File: src/rtl/key_if.sv
// Pushbutton bundle between the raw KEY pins and the controller-facing
// press/held outputs.
interface key_if;
  logic [3:0] KEY;
  logic [3:0] press;
  logic [3:0] held;

  modport master (output KEY, input press, input held);
  modport slave  (input KEY, output press, output held);
endinterface

File: src/rtl/key_conditioner.sv
// Synchronises, debounces and edge-detects four active-low pushbuttons and
// emits at most one one-hot press pulse per clock, with optional auto-repeat.
module key_conditioner #(
  parameter int DEBOUNCE_CYCLES = 50000,
  parameter int REPEAT_DELAY    = 0,
  parameter int REPEAT_PERIOD   = 5000000,
  parameter int CNT_W           = 24
) (
  input  logic       clk,
  input  logic       rst_n,
  key_if.slave       bus,
  output logic [7:0] dbg_rpt_state
);

  localparam logic [1:0] RS_IDLE   = 2'd0;
  localparam logic [1:0] RS_DELAY  = 2'd1;
  localparam logic [1:0] RS_PERIOD = 2'd2;

  localparam bit               RPT_EN   = (REPEAT_DELAY != 0);
  localparam logic [CNT_W-1:0] DEB_LAST = CNT_W'(DEBOUNCE_CYCLES - 1);
  localparam logic [CNT_W-1:0] DLY_LAST = RPT_EN ? CNT_W'(REPEAT_DELAY - 1) : '0;
  localparam logic [CNT_W-1:0] PER_LAST = CNT_W'(REPEAT_PERIOD - 1);

  logic [3:0]       sync1, sync2;
  logic [3:0]       stable;
  logic [3:0]       held_r;
  logic [3:0]       press_r;
  logic [3:0]       edge_req;
  logic [3:0]       rpt_hit;
  logic [3:0]       req;
  logic [CNT_W-1:0] cnt [4];
  logic [CNT_W-1:0] rpt [4];
  logic [1:0]       rs  [4];

  // Synchroniser stores the inverted (active-high) level; reset = released.
  always_ff @(posedge clk) begin
    if (!rst_n) begin
      sync1 <= '0;
      sync2 <= '0;
    end else begin
      sync1 <= ~bus.KEY;
      sync2 <= sync1;
    end
  end

  always_ff @(posedge clk) begin
    for (int i = 0; i < 4; i++) begin
      if (!rst_n) begin
        cnt[i]    <= '0;
        stable[i] <= 1'b0;
      end else if (sync2[i] == stable[i]) begin
        cnt[i] <= '0;
      end else if (cnt[i] == DEB_LAST) begin
        cnt[i]    <= '0;
        stable[i] <= sync2[i];
      end else begin
        cnt[i] <= cnt[i] + 1'b1;
      end
    end
  end

  // Repeat state per key: DELAY until the first repeat, then PERIOD.
  // The counter restarts at every hit and saturates rather than wrapping.
  always_ff @(posedge clk) begin
    for (int i = 0; i < 4; i++) begin
      if (!rst_n || !RPT_EN || !stable[i]) begin
        rs[i]  <= RS_IDLE;
        rpt[i] <= '0;
      end else if (!held_r[i]) begin
        rs[i]  <= RS_DELAY;
        rpt[i] <= '0;
      end else begin
        case (rs[i])
          RS_DELAY: begin
            if (rpt[i] == DLY_LAST) begin
              rs[i]  <= RS_PERIOD;
              rpt[i] <= '0;
            end else if (rpt[i] != '1) begin
              rpt[i] <= rpt[i] + 1'b1;
            end
          end
          RS_PERIOD: begin
            if (rpt[i] == PER_LAST) begin
              rpt[i] <= '0;
            end else if (rpt[i] != '1) begin
              rpt[i] <= rpt[i] + 1'b1;
            end
          end
          default: begin
            rs[i]  <= RS_IDLE;
            rpt[i] <= '0;
          end
        endcase
      end
    end
  end

  // held_r is stable delayed by one cycle, so it doubles as the edge reference.
  always_comb begin
    edge_req = stable & ~held_r;
    rpt_hit  = '0;
    for (int i = 0; i < 4; i++) begin
      rpt_hit[i] = RPT_EN && stable[i] && held_r[i] &&
                   ((rs[i] == RS_DELAY  && rpt[i] == DLY_LAST) ||
                    (rs[i] == RS_PERIOD && rpt[i] == PER_LAST));
    end
    req = edge_req | rpt_hit;
  end

  // Lowest-index request wins; the rest are dropped this cycle.
  always_ff @(posedge clk) begin
    if (!rst_n) begin
      press_r <= '0;
      held_r  <= '0;
    end else begin
      press_r <= req & (~req + 4'd1);
      held_r  <= stable;
    end
  end

  assign bus.press     = press_r;
  assign bus.held      = held_r;
  assign dbg_rpt_state = {rs[3], rs[2], rs[1], rs[0]};

endmodule

File: src/flat_wrapper.sv
// flat-port wrapper written by rule: the top's interface ports become plain ports
module key_conditioner_flat 
#(
  parameter int DEBOUNCE_CYCLES = 50000,
  parameter int REPEAT_DELAY    = 0,
  parameter int REPEAT_PERIOD   = 5000000,
  parameter int CNT_W           = 24
)
  (clk, rst_n, dbg_rpt_state, bus_KEY, bus_press, bus_held);
  key_if bus_i ();
  input  logic clk;
  input  logic rst_n;
  output logic [7:0] dbg_rpt_state;
  input wire logic [$bits(bus_i.KEY)-1:0] bus_KEY;
  output wire logic [$bits(bus_i.press)-1:0] bus_press;
  output wire logic [$bits(bus_i.held)-1:0] bus_held;
  assign bus_i.KEY = bus_KEY;
  assign bus_press = bus_i.press;
  assign bus_held = bus_i.held;
  key_conditioner #(.DEBOUNCE_CYCLES(DEBOUNCE_CYCLES), .REPEAT_DELAY(REPEAT_DELAY), .REPEAT_PERIOD(REPEAT_PERIOD), .CNT_W(CNT_W)) u_core (.clk(clk), .rst_n(rst_n), .bus(bus_i), .dbg_rpt_state(dbg_rpt_state));
endmodule
File: config.mk
export PLATFORM = sky130hd
export DESIGN_NAME = key_conditioner_flat
export DESIGN_NICKNAME = d
export VERILOG_FILES = /design/src/rtl/key_if.sv /design/src/rtl/key_conditioner.sv /design/src/flat_wrapper.sv
export SDC_FILE = /design/constraint.sdc
export NUM_CORES = 1
export LEC_CHECK = 0
export CORE_ASPECT_RATIO = 2
export CORE_MARGIN = 3
export CORE_UTILIZATION = 50
export CTS_BUF_LIST = sky130_fd_sc_hd__clkbuf_16
export CTS_CLUSTER_DIAMETER = 200
export DETAILED_ROUTE_END_ITERATION = 8
export DONT_BUFFER_PORTS = 1
export HOLD_SLACK_MARGIN = 0.02
export PLACE_DENSITY = 0.73
export SYNTH_ARGS = -nofsm -noshare
export SYNTH_HDL_FRONTEND = slang
export SYNTH_SLANG_ARGS = --single-unit
File: constraint.sdc
create_clock -name clk -period 3.08 [get_ports clk]
set_clock_uncertainty 0.2 [all_clocks]
set_input_delay 0.462 -clock clk [delete_from_list [all_inputs] [get_ports clk]]
set_output_delay 0.462 -clock clk [all_outputs]
set_load 0.02 [all_outputs]
==> results.ini <==
[run_status]
status=finished clean

[route]
drc=0
ant_nets=0
detail_route.wl_per_cell_um=14.45
via_per_inst=5.478
vias=4673
initialDrtViolationCount=227
drt-pass1-iter-count=4
wl_mm=12.33

[critical_path]
worst-setup-path-type=flop to flop
crit_required_ns=3.01
cp_data_arrival_time_ns=2.58
cp_max_fo=24
startpoint_type=flop
cp-end-kind=flop

[logic_synthesis]
ys_seq_area_share_pct=53.91
avgSynthCellArea_um2=10.32
ys_top_cells_by_area=edfxtp_1 (47%), dfxtp_1 (6.6%), xnor2_1 (4.9%)
synth-seq-cells=116
synthTopCellsByCount=edfxtp_1 (96), nor2_1 (67), a21oi_1 (41)
synthArstFlopShare_pct=0
synth_edf_count=96
synth_most_common_cell=edfxtp_1
syn-instance-count=590
syn_area_mm2=0.006090
ys_types=40
yosysWarnings=0
yosys_most_used_dff=edfxtp_1
synth_top_cell_by_area=edfxtp_1
synth_top_area_share_pct=47.34

[placement]
place_congestion=0.8443
placed_cell_area_mm2=0.006538
portBuffers=0
dp_hpwl_mm=8.730

[sta]
max_clock_freq_ghz=0.3782
period_needed_ns=2.644
tns_ns=0
holdWs_ns=0.06931
finalHoldViolations=0
min_period_over_period_pct=85.86
grt_setup_unrepaired=no
slew_headroom_pct=54.83
worst_pin_slew_ns=0.6744
setup_viol=0
slew_violations=0

[cts]
numCtsBuffers=17
cts_setup_buffers=0
clkTransAtPathRegs_ns=0.05
clockBufferDepth=2
cts_root_buf=clkbuf_16
clock_latency_ns=0.41
cts_resized=0
htreeDepth=4
cts_tree=yes
numClockSinks=116

[final_layout]
nets=704
area_delta_synth_final_pct=18.31
multi_input_area_mm2=0.002949
regArea_mm2=0.003283
drive_above_1_share_pct=6.082
nFillCells=991
final_cell_area_mm2=0.007204

[global_route]
antenna_found_initial=1
grt_max_degree=25
grt_pass1_wl_mm=21.05
grt_util_all_layers_pct=19.13
overflow=0
grt_pass1_vias=4850

[pwr]
ir_worst_vdd_mv=0.3607
powerDensity_mw_per_mm2=554.7
power_leakage_nw=2.468

[floorplan]
rows=56
die_w_um=84.04
start_util_pct=51.43
coreArea_mm2=0.01184
fp.dieH_um=162.1
fp.dieArea_mm2=0.01362
num_io_pins=22

[run]
drv_cap=0

[worst_hold_path]
hold_class=input pin to flop

==> cells by family after synthesis <==
family | count (synthesis) | synth area share [%]
xor gates and xnor gates | 54 | 7.767
and+or+nand+nor | 273 | 24.72
DFF | 116 | 53.91
adders and majority gates | 4 | 0.8219
buffers and inverters | 51 | 3.945
other | 2 | 0.1233
AOI/OAI and AO/OA | 90 | 8.712
==> critical path: stages (launching register included) <==
cell and delay [ns]:
edfxtp_1 0.46, or4_1 0.54, or4_4 0.46, o211ai_4 0.59, nor2_1 0.11
==> what timing repair did <==
action	CTS	global route
endpoints found under the hold margin	11	0
endpoints found under the setup margin	0	0
hold buffers	5	0
==> registers in the layout, indices dropped and copies added, names as in the netlist <==
register,count
u_core.sync1,4
u_core.bus.held,4
u_core.stable,4
u_core.cnt,96
u_core.sync2,4
u_core.bus.press,4
==> cells in the final DEF (no fill, tap or decap), types with 13 or more instances in the layout <==
cell type and count:
nand4_1 24, nand3_1 30, nor4_1 19, nor2_1 67, conb_1 104, inv_1 25, nor3_1 13, or4_1 20
a21oi_1 41, nand2_1 31, edfxtp_1 96, xor2_1 20, dfxtp_1 20, o31ai_1 16, xnor2_1 34, clkbuf_16 17
o21ai_0 22, or3_1 27
==> final cells by class <==
type                       instances  area share (%)
sequential                       116           45.57
clock inverter                    15           2.622
clock buffer                      17           5.905
timing repair buffer               9           1.111
antenna                            1         0.03473
tap                              145           2.518
inverter                          25           1.303
multi-input combinational        525           40.93
==> where the power goes <==
group / internal, W / switching (W)
Combinational: 0.0000493 / 0.0000869
Sequential: 0.00176 / 0.0000695
Clock: 0.00134 / 0.000689
Total: 0.00315 / 0.000845
==> per-layer routing <==
metal / share of wire (%) / global-route usage, % / wire length [µm]
met1: 38 / 19.29 / 4737
met2: 56 / 34.93 / 6884
met3: 3.4 / 5.533 / 415
met4: 2.4 / 9.956 / 292
met5: 0 / 0 / 0
==> final timing paths <==
kind	startpoint	end	slack [ns]	depth (start not counted)
hold reg to reg	u_core.sync1[3]	u_core.sync2[3]	0.23	1
setup reg to reg	u_core.cnt[0][5]	u_core.cnt[0][2]	0.44	4
setup / recovery	u_core.cnt[0][5]	u_core.cnt[0][2]	0.44	4
hold / removal	rst_n	u_core.bus.held[1]	0.07	2
==> metrics by stage <==
stage	cells	util, %	setup slack [ns]	power, W
3_5_place_dp	815	55.21	0.4447	0.001981
6_report	853	60.84	0.4356	0.003996
4_1_cts	852	60.82	0.4317	0.004025
3_3_place_gp	815	55.21	0.5005	0.001973
2_1_floorplan	692	-	0.7634	0.001955
5_1_grt	853	60.84	0.2835	0.004137
Power figures use the tool's default switching activity.
